File: config.mk
export PLATFORM = sky130hd
export DESIGN_NAME = axi_master_read_flat
export DESIGN_NICKNAME = d
export VERILOG_FILES = /design/src/rtl/axi_master_read_pkg.sv /design/src/rtl/axi_master_read_if.sv /design/src/rtl/axi_master_read_rd_fifo2.sv /design/src/rtl/axi_master_read.sv /design/src/flat_wrapper.sv
export SDC_FILE = /design/constraint.sdc
export NUM_CORES = 1
export LEC_CHECK = 0
export ABC_CLOCK_PERIOD_IN_PS = 2200
export CORE_MARGIN = 3
export CORE_UTILIZATION = 40
export DETAILED_ROUTE_END_ITERATION = 8
export PLACE_DENSITY_LB_ADDON = 0.15
export SETUP_SLACK_MARGIN = 0.05
export SLEW_MARGIN = 25
export SYNTH_ARGS = -nofsm -noshare
export SYNTH_HDL_FRONTEND = slang
export SYNTH_HIERARCHICAL = 1
export SYNTH_SLANG_ARGS = --single-unit
File: constraint.sdc
create_clock -name clock -period 2.2 [get_ports clock]
set_input_delay 0.44 -clock clock [delete_from_list [all_inputs] [get_ports clock]]
set_output_delay 0.44 -clock clock [all_outputs]
set_load 0.05 [all_outputs]
File: src/rtl/axi_master_read_pkg.sv
// Shared types and AXI constants for the read-channel master.
// Imported by the interface, the buffer and the top.
package axi_master_pkg;

    typedef enum logic [1:0] {
        IDLE,
        ADDR,
        DATA
    } state_t;

    localparam logic [2:0] SIZE_4B    = 3'b010;
    localparam logic [1:0] BURST_INCR = 2'b01;
    localparam logic [1:0] RESP_OKAY  = 2'b00;

endpackage

File: src/rtl/axi_master_read_if.sv
// AXI4 read address and read data channels.
// Master drives AR and RREADY; slave drives ARREADY and R.
interface axi_master_read_if #(
    parameter int ID_W   = 4,
    parameter int ADDR_W = 32,
    parameter int DATA_W = 32,
    parameter int LEN_W  = 4
) ();

    logic [ID_W-1:0]   ARID;
    logic [ADDR_W-1:0] ARADDR;
    logic [LEN_W-1:0]  ARLEN;
    logic [2:0]        ARSIZE;
    logic [1:0]        ARBURST;
    logic              ARVALID;
    logic              ARREADY;

    logic [ID_W-1:0]   RID;
    logic [DATA_W-1:0] RDATA;
    logic [1:0]        RRESP;
    logic              RLAST;
    logic              RVALID;
    logic              RREADY;

    modport master (
        output ARID, ARADDR, ARLEN, ARSIZE, ARBURST, ARVALID,
        input  ARREADY,
        input  RID, RDATA, RRESP, RLAST, RVALID,
        output RREADY
    );

    modport slave (
        input  ARID, ARADDR, ARLEN, ARSIZE, ARBURST, ARVALID,
        output ARREADY,
        output RID, RDATA, RRESP, RLAST, RVALID,
        input  RREADY
    );

endinterface

File: src/rtl/axi_master_read_rd_fifo2.sv
// Two-entry FIFO holding accepted R beats until the core pops them.
// Push when full and pop when empty are ignored.
module rd_fifo2 #(
    parameter int WIDTH = 33
) (
    input  logic             clock,
    input  logic             reset,
    input  logic             push,
    input  logic             pop,
    input  logic [WIDTH-1:0] din,
    output logic [WIDTH-1:0] dout,
    output logic             full,
    output logic             empty
);

    logic [WIDTH-1:0] r_mem [2];
    logic             r_wptr;
    logic             r_rptr;
    logic [1:0]       r_cnt;
    logic             w_push;
    logic             w_pop;

    assign full   = (r_cnt == 2'd2);
    assign empty  = (r_cnt == 2'd0);
    assign w_push = push && !full;
    assign w_pop  = pop && !empty;
    assign dout   = r_mem[r_rptr];

    always_ff @(posedge clock) begin
        if (w_push) begin
            r_mem[r_wptr] <= din;
        end
    end

    always_ff @(posedge clock) begin
        if (reset) begin
            r_wptr <= 1'b0;
            r_rptr <= 1'b0;
            r_cnt  <= 2'd0;
        end else begin
            if (w_push) begin
                r_wptr <= ~r_wptr;
            end
            if (w_pop) begin
                r_rptr <= ~r_rptr;
            end
            if (w_push && !w_pop) begin
                r_cnt <= r_cnt + 2'd1;
            end else if (w_pop && !w_push) begin
                r_cnt <= r_cnt - 2'd1;
            end
        end
    end

endmodule

File: src/rtl/axi_master_read.sv
// AXI4 read master: one core request -> one AR burst, R beats
// collected in a 2-entry buffer for the core.
module axi_master_read
    import axi_master_pkg::*;
#(
    parameter int              ID_W      = 4,
    parameter int              ADDR_W    = 32,
    parameter int              DATA_W    = 32,
    parameter int              LEN_W     = 4,
    parameter logic [ID_W-1:0] MASTER_ID = '0
) (
    input  logic              clock,
    input  logic              reset,
    input  logic              req_valid,
    output logic              req_ready,
    input  logic [ADDR_W-1:0] req_addr,
    input  logic [LEN_W-1:0]  req_len,
    axi_master_read_if.master axi,
    output logic              rd_valid,
    output logic [DATA_W-1:0] rd_data,
    output logic              rd_last,
    input  logic              rd_ready,
    output logic              busy,
    output logic              err,
    input  logic              err_clr
);

    state_t            r_state;
    state_t            w_next;
    logic [ADDR_W-1:0] r_araddr;
    logic [LEN_W-1:0]  r_arlen;
    logic [LEN_W-1:0]  r_cnt;
    logic              r_arvalid;
    logic              r_err;

    logic              w_req;
    logic              w_arhs;
    logic              w_rhs;
    logic              w_rready;
    logic              w_full;
    logic              w_empty;
    logic              w_pop;
    logic              w_err_set;
    logic [DATA_W:0]   w_dout;

    assign w_req    = req_valid && req_ready;
    assign w_arhs   = r_arvalid && axi.ARREADY;
    // RREADY depends only on state and buffer occupancy
    assign w_rready = (r_state == DATA) && !w_full;
    assign w_rhs    = axi.RVALID && w_rready;
    assign w_pop    = rd_valid && rd_ready;

    assign w_err_set = w_rhs && (
        (axi.RRESP != RESP_OKAY) ||
        (axi.RID != MASTER_ID) ||
        (axi.RLAST && (r_cnt < r_arlen)) ||
        (!axi.RLAST && (r_cnt >= r_arlen)));

    always_ff @(posedge clock) begin
        if (reset) begin
            r_state <= IDLE;
        end else begin
            r_state <= w_next;
        end
    end

    always_comb begin
        w_next    = r_state;
        req_ready = 1'b0;
        unique case (r_state)
            IDLE: begin
                req_ready = 1'b1;
                if (req_valid) begin
                    w_next = ADDR;
                end
            end
            ADDR: begin
                if (w_arhs) begin
                    w_next = DATA;
                end
            end
            DATA: begin
                if (w_rhs && axi.RLAST) begin
                    w_next = IDLE;
                end
            end
            default: w_next = IDLE;
        endcase
    end

    always_ff @(posedge clock) begin
        if (reset) begin
            r_araddr  <= '0;
            r_arlen   <= '0;
            r_arvalid <= 1'b0;
            r_cnt     <= '0;
            r_err     <= 1'b0;
        end else begin
            if (w_req) begin
                r_araddr  <= req_addr;
                r_arlen   <= req_len;
                r_arvalid <= 1'b1;
            end else if (w_arhs) begin
                r_arvalid <= 1'b0;
            end
            // counter saturates so overlong bursts cannot wrap
            if (w_arhs) begin
                r_cnt <= '0;
            end else if (w_rhs && (r_cnt != '1)) begin
                r_cnt <= r_cnt + 1'b1;
            end
            if (w_err_set) begin
                r_err <= 1'b1;
            end else if (err_clr) begin
                r_err <= 1'b0;
            end
        end
    end

    rd_fifo2 #(
        .WIDTH(DATA_W + 1)
    ) u_buf (
        .clock (clock),
        .reset (reset),
        .push  (w_rhs),
        .pop   (w_pop),
        .din   ({axi.RDATA, axi.RLAST}),
        .dout  (w_dout),
        .full  (w_full),
        .empty (w_empty)
    );

    assign axi.ARID    = MASTER_ID;
    assign axi.ARADDR  = r_araddr;
    assign axi.ARLEN   = r_arlen;
    assign axi.ARSIZE  = SIZE_4B;
    assign axi.ARBURST = BURST_INCR;
    assign axi.ARVALID = r_arvalid;
    assign axi.RREADY  = w_rready;

    assign rd_valid = !w_empty;
    assign rd_data  = w_dout[DATA_W:1];
    assign rd_last  = w_dout[0];
    assign busy     = (r_state != IDLE);
    assign err      = r_err;

endmodule

File: src/flat_wrapper.sv
// flat-port wrapper written by rule: the top's interface ports become plain ports
module axi_master_read_flat import axi_master_pkg::*;
#(
    parameter int              ID_W      = 4,
    parameter int              ADDR_W    = 32,
    parameter int              DATA_W    = 32,
    parameter int              LEN_W     = 4,
    parameter logic [ID_W-1:0] MASTER_ID = '0
)
  (clock, reset, req_valid, req_ready, req_addr, req_len, rd_valid, rd_data, rd_last, rd_ready, busy, err, err_clr, axi_ARID, axi_ARADDR, axi_ARLEN, axi_ARSIZE, axi_ARBURST, axi_ARVALID, axi_ARREADY, axi_RID, axi_RDATA, axi_RRESP, axi_RLAST, axi_RVALID, axi_RREADY);
  axi_master_read_if #(.ID_W(ID_W), .ADDR_W(ADDR_W), .DATA_W(DATA_W), .LEN_W(LEN_W)) axi_i ();
  input  logic clock;
  input  logic reset;
  input  logic req_valid;
  output logic req_ready;
  input  logic [ADDR_W-1:0] req_addr;
  input  logic [LEN_W-1:0] req_len;
  output logic rd_valid;
  output logic [DATA_W-1:0] rd_data;
  output logic rd_last;
  input  logic rd_ready;
  output logic busy;
  output logic err;
  input  logic err_clr;
  output wire logic [$bits(axi_i.ARID)-1:0] axi_ARID;
  output wire logic [$bits(axi_i.ARADDR)-1:0] axi_ARADDR;
  output wire logic [$bits(axi_i.ARLEN)-1:0] axi_ARLEN;
  output wire logic [$bits(axi_i.ARSIZE)-1:0] axi_ARSIZE;
  output wire logic [$bits(axi_i.ARBURST)-1:0] axi_ARBURST;
  output wire logic [$bits(axi_i.ARVALID)-1:0] axi_ARVALID;
  input wire logic [$bits(axi_i.ARREADY)-1:0] axi_ARREADY;
  input wire logic [$bits(axi_i.RID)-1:0] axi_RID;
  input wire logic [$bits(axi_i.RDATA)-1:0] axi_RDATA;
  input wire logic [$bits(axi_i.RRESP)-1:0] axi_RRESP;
  input wire logic [$bits(axi_i.RLAST)-1:0] axi_RLAST;
  input wire logic [$bits(axi_i.RVALID)-1:0] axi_RVALID;
  output wire logic [$bits(axi_i.RREADY)-1:0] axi_RREADY;
  assign axi_ARID = axi_i.ARID;
  assign axi_ARADDR = axi_i.ARADDR;
  assign axi_ARLEN = axi_i.ARLEN;
  assign axi_ARSIZE = axi_i.ARSIZE;
  assign axi_ARBURST = axi_i.ARBURST;
  assign axi_ARVALID = axi_i.ARVALID;
  assign axi_i.ARREADY = axi_ARREADY;
  assign axi_i.RID = axi_RID;
  assign axi_i.RDATA = axi_RDATA;
  assign axi_i.RRESP = axi_RRESP;
  assign axi_i.RLAST = axi_RLAST;
  assign axi_i.RVALID = axi_RVALID;
  assign axi_RREADY = axi_i.RREADY;
  axi_master_read #(.ID_W(ID_W), .ADDR_W(ADDR_W), .DATA_W(DATA_W), .LEN_W(LEN_W), .MASTER_ID(MASTER_ID)) u_core (.clock(clock), .reset(reset), .req_valid(req_valid), .req_ready(req_ready), .req_addr(req_addr), .req_len(req_len), .axi(axi_i), .rd_valid(rd_valid), .rd_data(rd_data), .rd_last(rd_last), .rd_ready(rd_ready), .busy(busy), .err(err), .err_clr(err_clr));
endmodule
## Yosys cells after proc, flatten, opt, wreduce, memory -nomap -nowiden

Memories as Yosys holds them, arrays and structs flattened. A register that Yosys moved wholly into a read port is not among the register bits.
Index checks and enable logic that the tools add are counted.

- Flip-flop bits (word level): 48
- RAM bits: 66
- Output and inout port bits: 84
- Memories: 1

Memory list:

| name | words | bits a word | rd ports | clocked after memory_dff | wr ports | line | text |
|---|---|---|---|---|---|---|---|
| u_core.u_buf.r_mem | 2 | 33 | 1 | 1 | 1 | axi_master_read_rd_fifo2.sv:16 | `logic [WIDTH-1:0] r_mem [2];` |

- Add/sub/neg operators: 3
- Order comparisons: 2
- Equal/unequal tests: 7
- Muxes and demuxes: 15
- Bitwise logic cells: 2
- Reductions and logical operators: 32

Operators by type and width:

| operator | count |
|---|---|
| $logic_and A1 B1 Y1 | 14 |
| $mux W2 | 5 |
| $reduce_bool A2 Y1 | 5 |
| $mux W1 | 9 |
| $pmux W2 S3 | 1 |
| $logic_not A1 Y1 | 5 |
| $add A4 B1 Y4 const B | 1 |
| $eq A2 B2 Y1 const B | 2 |
| $ge A4 B4 Y1 | 1 |
| $logic_not A2 Y1 | 2 |
| $lt A4 B4 Y1 | 1 |
| $ne A2 B2 Y1 const B | 2 |
| $ne A4 B4 Y1 const B | 1 |
| $reduce_bool A4 Y1 | 1 |
| $logic_or A1 B1 Y1 | 3 |
| $reduce_and A3 Y1 | 1 |
| $add A2 B1 Y2 const B | 1 |
| $eq A2 B1 Y1 const B | 1 |
| $ne A2 B1 Y1 const B | 1 |
| $not A1 Y1 | 2 |
| $reduce_or A2 Y1 | 1 |
| $sub A2 B1 Y2 const B | 1 |

## Logic depth before layout (Yosys ltp)

- Word-level depth: 9
- Gate-level depth with buffers: 9
- Mapped depth without buffers: 8

## Hierarchy

Netlist, hierarchy kept.

By module, submodules not included:

| module | instances | cells each | area each (um^2) | seq. area each (um^2) |
|---|---|---|---|---|
| rd_fifo2 | 1 | 128 | 2,591.2 | 2,082.0 |
| axi_master_read | 1 | 230 | 1,905.6 | 880.8 |

## Least setup slack after synthesis

No wires, ideal clock.

- Path type: register to register
- Start: register u_core.u_buf.r_cnt[1]
- End: memory u_core.u_buf.r_mem[0][0], enable pin
- Library setup time: 0.388 ns
- Arrival time: 1.966 ns
- Data required time: 1.812 ns
- Setup slack: -0.154 ns
- Cell stages (with the launch flop): 7
- Path buffers: 1
- Period minus slack after synthesis: 2.354 ns
- Path through: dfxtp_1 > nor2b_2 > nor4bb_1 > buf_4 > inv_1 > or3_1 > inv_1

- Cells in the longest elaborated chain, start to end: 7

Ends and longest elaborated chain:

| item | line | text |
|---|---|---|
| from (decl) | axi_master_read_rd_fifo2.sv:19 | `logic [1:0] r_cnt;` |
| from (signal assigned) | axi_master_read_rd_fifo2.sv:48 | `r_cnt <= r_cnt + 2'd1;` |
| from (signal assigned) | axi_master_read_rd_fifo2.sv:50 | `r_cnt <= r_cnt - 2'd1;` |
| $eq A2 B2 Y1 | axi_master_read_rd_fifo2.sv:23 | `assign full = (r_cnt == 2'd2);` |
| named net u_core.w_full | axi_master_read.sv:40 | `logic w_full;` |
| $logic_not A1 Y1 | axi_master_read.sv:49 | `assign w_rready = (r_state == DATA) && !w_full;` |
| $logic_and A1 B1 Y1 | axi_master_read.sv:49 |  |
| $logic_and A1 B1 Y1 | axi_master_read.sv:50 | `assign w_rhs = axi.RVALID && w_rready;` |
| named net u_core.w_rhs | axi_master_read.sv:38 | `logic w_rhs;` |
| $logic_and A1 B1 Y1 | axi_master_read_rd_fifo2.sv:25 | `assign w_push = push && !full;` |
| $mux W1 | axi_master_read_rd_fifo2.sv:30 | `if (w_push) begin` |
| $mux W1 (implied by the code) | axi_master_read_rd_fifo2.sv:31 | `r_mem[r_wptr] <= din;` |
| to (decl) | axi_master_read_rd_fifo2.sv:16 |  |

The timed path passes the listed nets, and every way through them passes these cells.

==> impl_metrics.csv <==
group,metric,value,unit
run_status,status,"finished clean",
power_and_ir_drop,power.leakage,2.62,nW
finish,n_antenna_cell,0,
worst_setup_path,crit_arrival,1.62,ns
clock_tree,hold_buffers,0,
power_and_ir_drop,power.density,807,nW/um2
global_route,grt_overflow,0,
global_route,grt_usage,16.2,%
synthesis,synth_top_family_by_area,"simple AND/OR/NAND/NOR gates",
synthesis,synth-simple-area-share,10.9,%
global_route,grt_pass1_wl,16000,um
synthesis,synth_top_area_cell,"edfxtp_1",
synthesis,synth_common_cells,"nand2_1 (74), edfxtp_1 (66), dfxtp_1 (49)",
global_route,grt_pass1_vias,3306,
power_and_ir_drop,vdd_drop_max,0.000507,V
power_and_ir_drop,p_sw,1.37,mW
clock_tree,root_buffer,"clkbuf_16",
placed_design,place_area,6520,um2
run,max_cap_viol_count,0,
synthesis,synthXorXnorAreaFrac,1.17,%
power_and_ir_drop,comb_power_share,11.0,%
placed_design,io_buffers,156,
power_and_ir_drop,netSwitchingFraction,23.8,%
finish,fin_nets,613,
synthesis,ys_seq_area_share,65.9,%
hold_path,whs_path_depth,2,
timing,hold_viol,0,
clock_tree,clk_pin_slew,0.05,ns
finish,nFillCells,849,
synthesis,synth_area_leaders,"edfxtp_1 (44%), dfxtp_1 (22%), mux2_2 (8.3%)",
synthesis,synth_fa_ha_area_share,1.67,%
power_and_ir_drop,power_frac_seq,40.9,%
timing,setup_violations,0,
finish,finalInstanceArea,7130,um2
clock_tree,ctsHtreeMaxLevel,4,
synthesis,yosysMostFrequentCell,"nand2_1",
synthesis,ys_ff_latch,115,
worst_setup_path,end_kind,"output port",
detailed_routing,vias_per_cell,4.64,
detailed_routing,route.detailed.drc,0,
placed_design,place.gp.congestion,0.687,
clock_tree,tritoncts,"built",
die,row_count,38,
synthesis,synth-compound-area-share,6.79,%
finish,syn2layout_area_growth,58.5,%
synthesis,synthMuxAreaShare,8.26,%
global_route,grt_max_degree,37,
synthesis,synth_top_area_share,44.1,%
detailed_routing,wirelength,9920,um
global_route,grt_antenna_before_repair,0,
synthesis,ys.flop_type,"edfxtp_1",
die,top_level_ports,166,
placed_design,dp_hpwl,7040,um
timing,fmax,486,MHz
worst_setup_path,criticalPathCategory,"register to output port",
timing,finalClockSkew,0.00811,ns
timing,period_share,93.6,%
detailed_routing,routedWlPerCell,14.6,um
power_and_ir_drop,clkPwrFrac,48.2,%
finish,drive_above_1_share,23.8,%
timing,finalMaxSlewViolations,0,
synthesis,synth-edff-count,66,
die,core_region_area,10900,um2
clock_tree,cts_buffers,17,
worst_setup_path,rr_worst_depth,6,
timing,slew_headroom,52.8,%
synthesis,netlist_instances,358,
die,fp.dieW,112,um
die,start_util,41.1,%
clock_tree,cts.sinks,115,
detailed_routing,via_count,3148,
synthesis,synth_cell_types,38,
die,die_area,12600,um2
synthesis,syn-cell-area,4500,um2
die,die_h,112,um
timing,setup_tns,0,ns
detailed_routing,dr.pass1.iters,4,
timing,tightest_slew,0.709,ns
timing,post-route-min-period,2.06,ns
worst_setup_path,path_max_fanout,25,
detailed_routing,drt_iter0_drc,74,
worst_setup_path,critPathLaunchType,"register",
synthesis,syn_area_per_cell,12.6,um2
synthesis,yosys_warnings,6,
clock_tree,cts.path.max_buffers,2,
detailed_routing,antenna_left,0,
clock_tree,worstSkewPairLatency,0.40,ns
synthesis,ys_async_sr_fraction,0,%
power_and_ir_drop,p_int,4.38,mW
hold_path,hold_path.class,"register to register",
timing,rsz0062_at_grt,"false",
worst_setup_path,required,1.76,ns
[worst max-delay path: stages (launching register included)]
cell	delay [ns]
dfxtp_1	0.32
buf_4	0.32
mux2_2	0.42
buf_12	0.16
[layer usage]
layer	share of wire, %	GRT usage, %
met1	41	19.0
met5	0	0
met2	48	26.1
met3	10	8.89
met4	0.63	4.33
[kinds of logic after synthesis]
group,count (synthesis)
buffers and inverters,35
DFF,115
other,2
muxes,33
adders and majority gates,6
xor gates and xnor gates,6
AOI/OAI and AO/OA,51
and+or+nand+nor,110
[power groups by stage]
stage	clock network (mW)	registers, mW	logic (mW)
after floorplan	0	2.54	0.218
after global placement	0	2.39	0.629
after detailed placement	0	2.40	0.635
after CTS	2.84	2.35	0.637
after global routing	2.94	2.36	0.672
final	2.77	2.35	0.631
[area by class of cell]
| class | instances | area, um2 | area share (%) |
|---|---|---|---|
| flip-flops and latches | 115 | 2960 | 41.6 |
| repair buffers | 167 | 2010 | 28.3 |
| clock inverters | 14 | 178 | 2.49 |
| inverters | 9 | 37.5 | 0.527 |
| well taps | 140 | 175 | 2.46 |
| clock buffers | 18 | 429 | 6.02 |
| multi-input cells | 215 | 1330 | 18.6 |
[placed cells by master, fill, tap and decap left out, types with 6 or more instances in the layout]
cell and n:
a21oi_1 33, a21oi_2 10, buf_12 37, buf_4 9, clkbuf_16 17, clkdlybuf4s50_1 117
conb_1 9, dfxtp_1 49, edfxtp_1 66, ha_1 6, inv_1 8, mux2_2 33
nand2_1 74, nor2_1 9
[per-stage QoR]
stage	instances	util, %	setup WS, ns	total power [mW]	hold slack (ns)
after CTS	678	65.1	0.0940	5.83	0.454
after global placement	646	59.6	-0.201	3.02	0.441
after detailed placement	646	59.6	-0.182	3.03	0.449
final	678	65.2	0.141	5.75	0.452
after global routing	678	65.2	0.0560	5.97	0.478
after floorplan	365	-	0.115	2.76	0.452
[flip-flops by register name, indices dropped and copies added, names as in the netlist, named ones only]
| signal | flops |
|---|---|
| u_core/u_buf/r_mem | 66 |
| u_core/axi.ARADDR | 32 |
| u_core/axi.ARLEN | 4 |
| u_core/r_cnt | 4 |
| u_core/r_state | 2 |
| u_core/u_buf/r_cnt | 2 |
| u_core/axi.ARVALID | 1 |
| u_core/err | 1 |
| u_core/u_buf/r_rptr | 1 |
| u_core/u_buf/r_wptr | 1 |
[timing repair]
item,CTS,global route
endpoints found under the setup margin,2,1
endpoints found under the hold margin,0,0
pin swaps,0,0
gates resized for setup,2,1
setup buffers,0,0
[final timing paths]
path,from,to,slack (ns)
min reg2reg,u_core/axi.ARADDR[4],u_core/axi.ARADDR[4],0.45
max,register,rd_data[5],0.14
min,u_core/axi.ARADDR[4],u_core/axi.ARADDR[4],0.45
max reg2reg,u_core/u_buf/r_cnt[0],u_core/u_buf/r_mem[0][8],0.23
No activity file was read; power rests on OpenSTA's default activity.
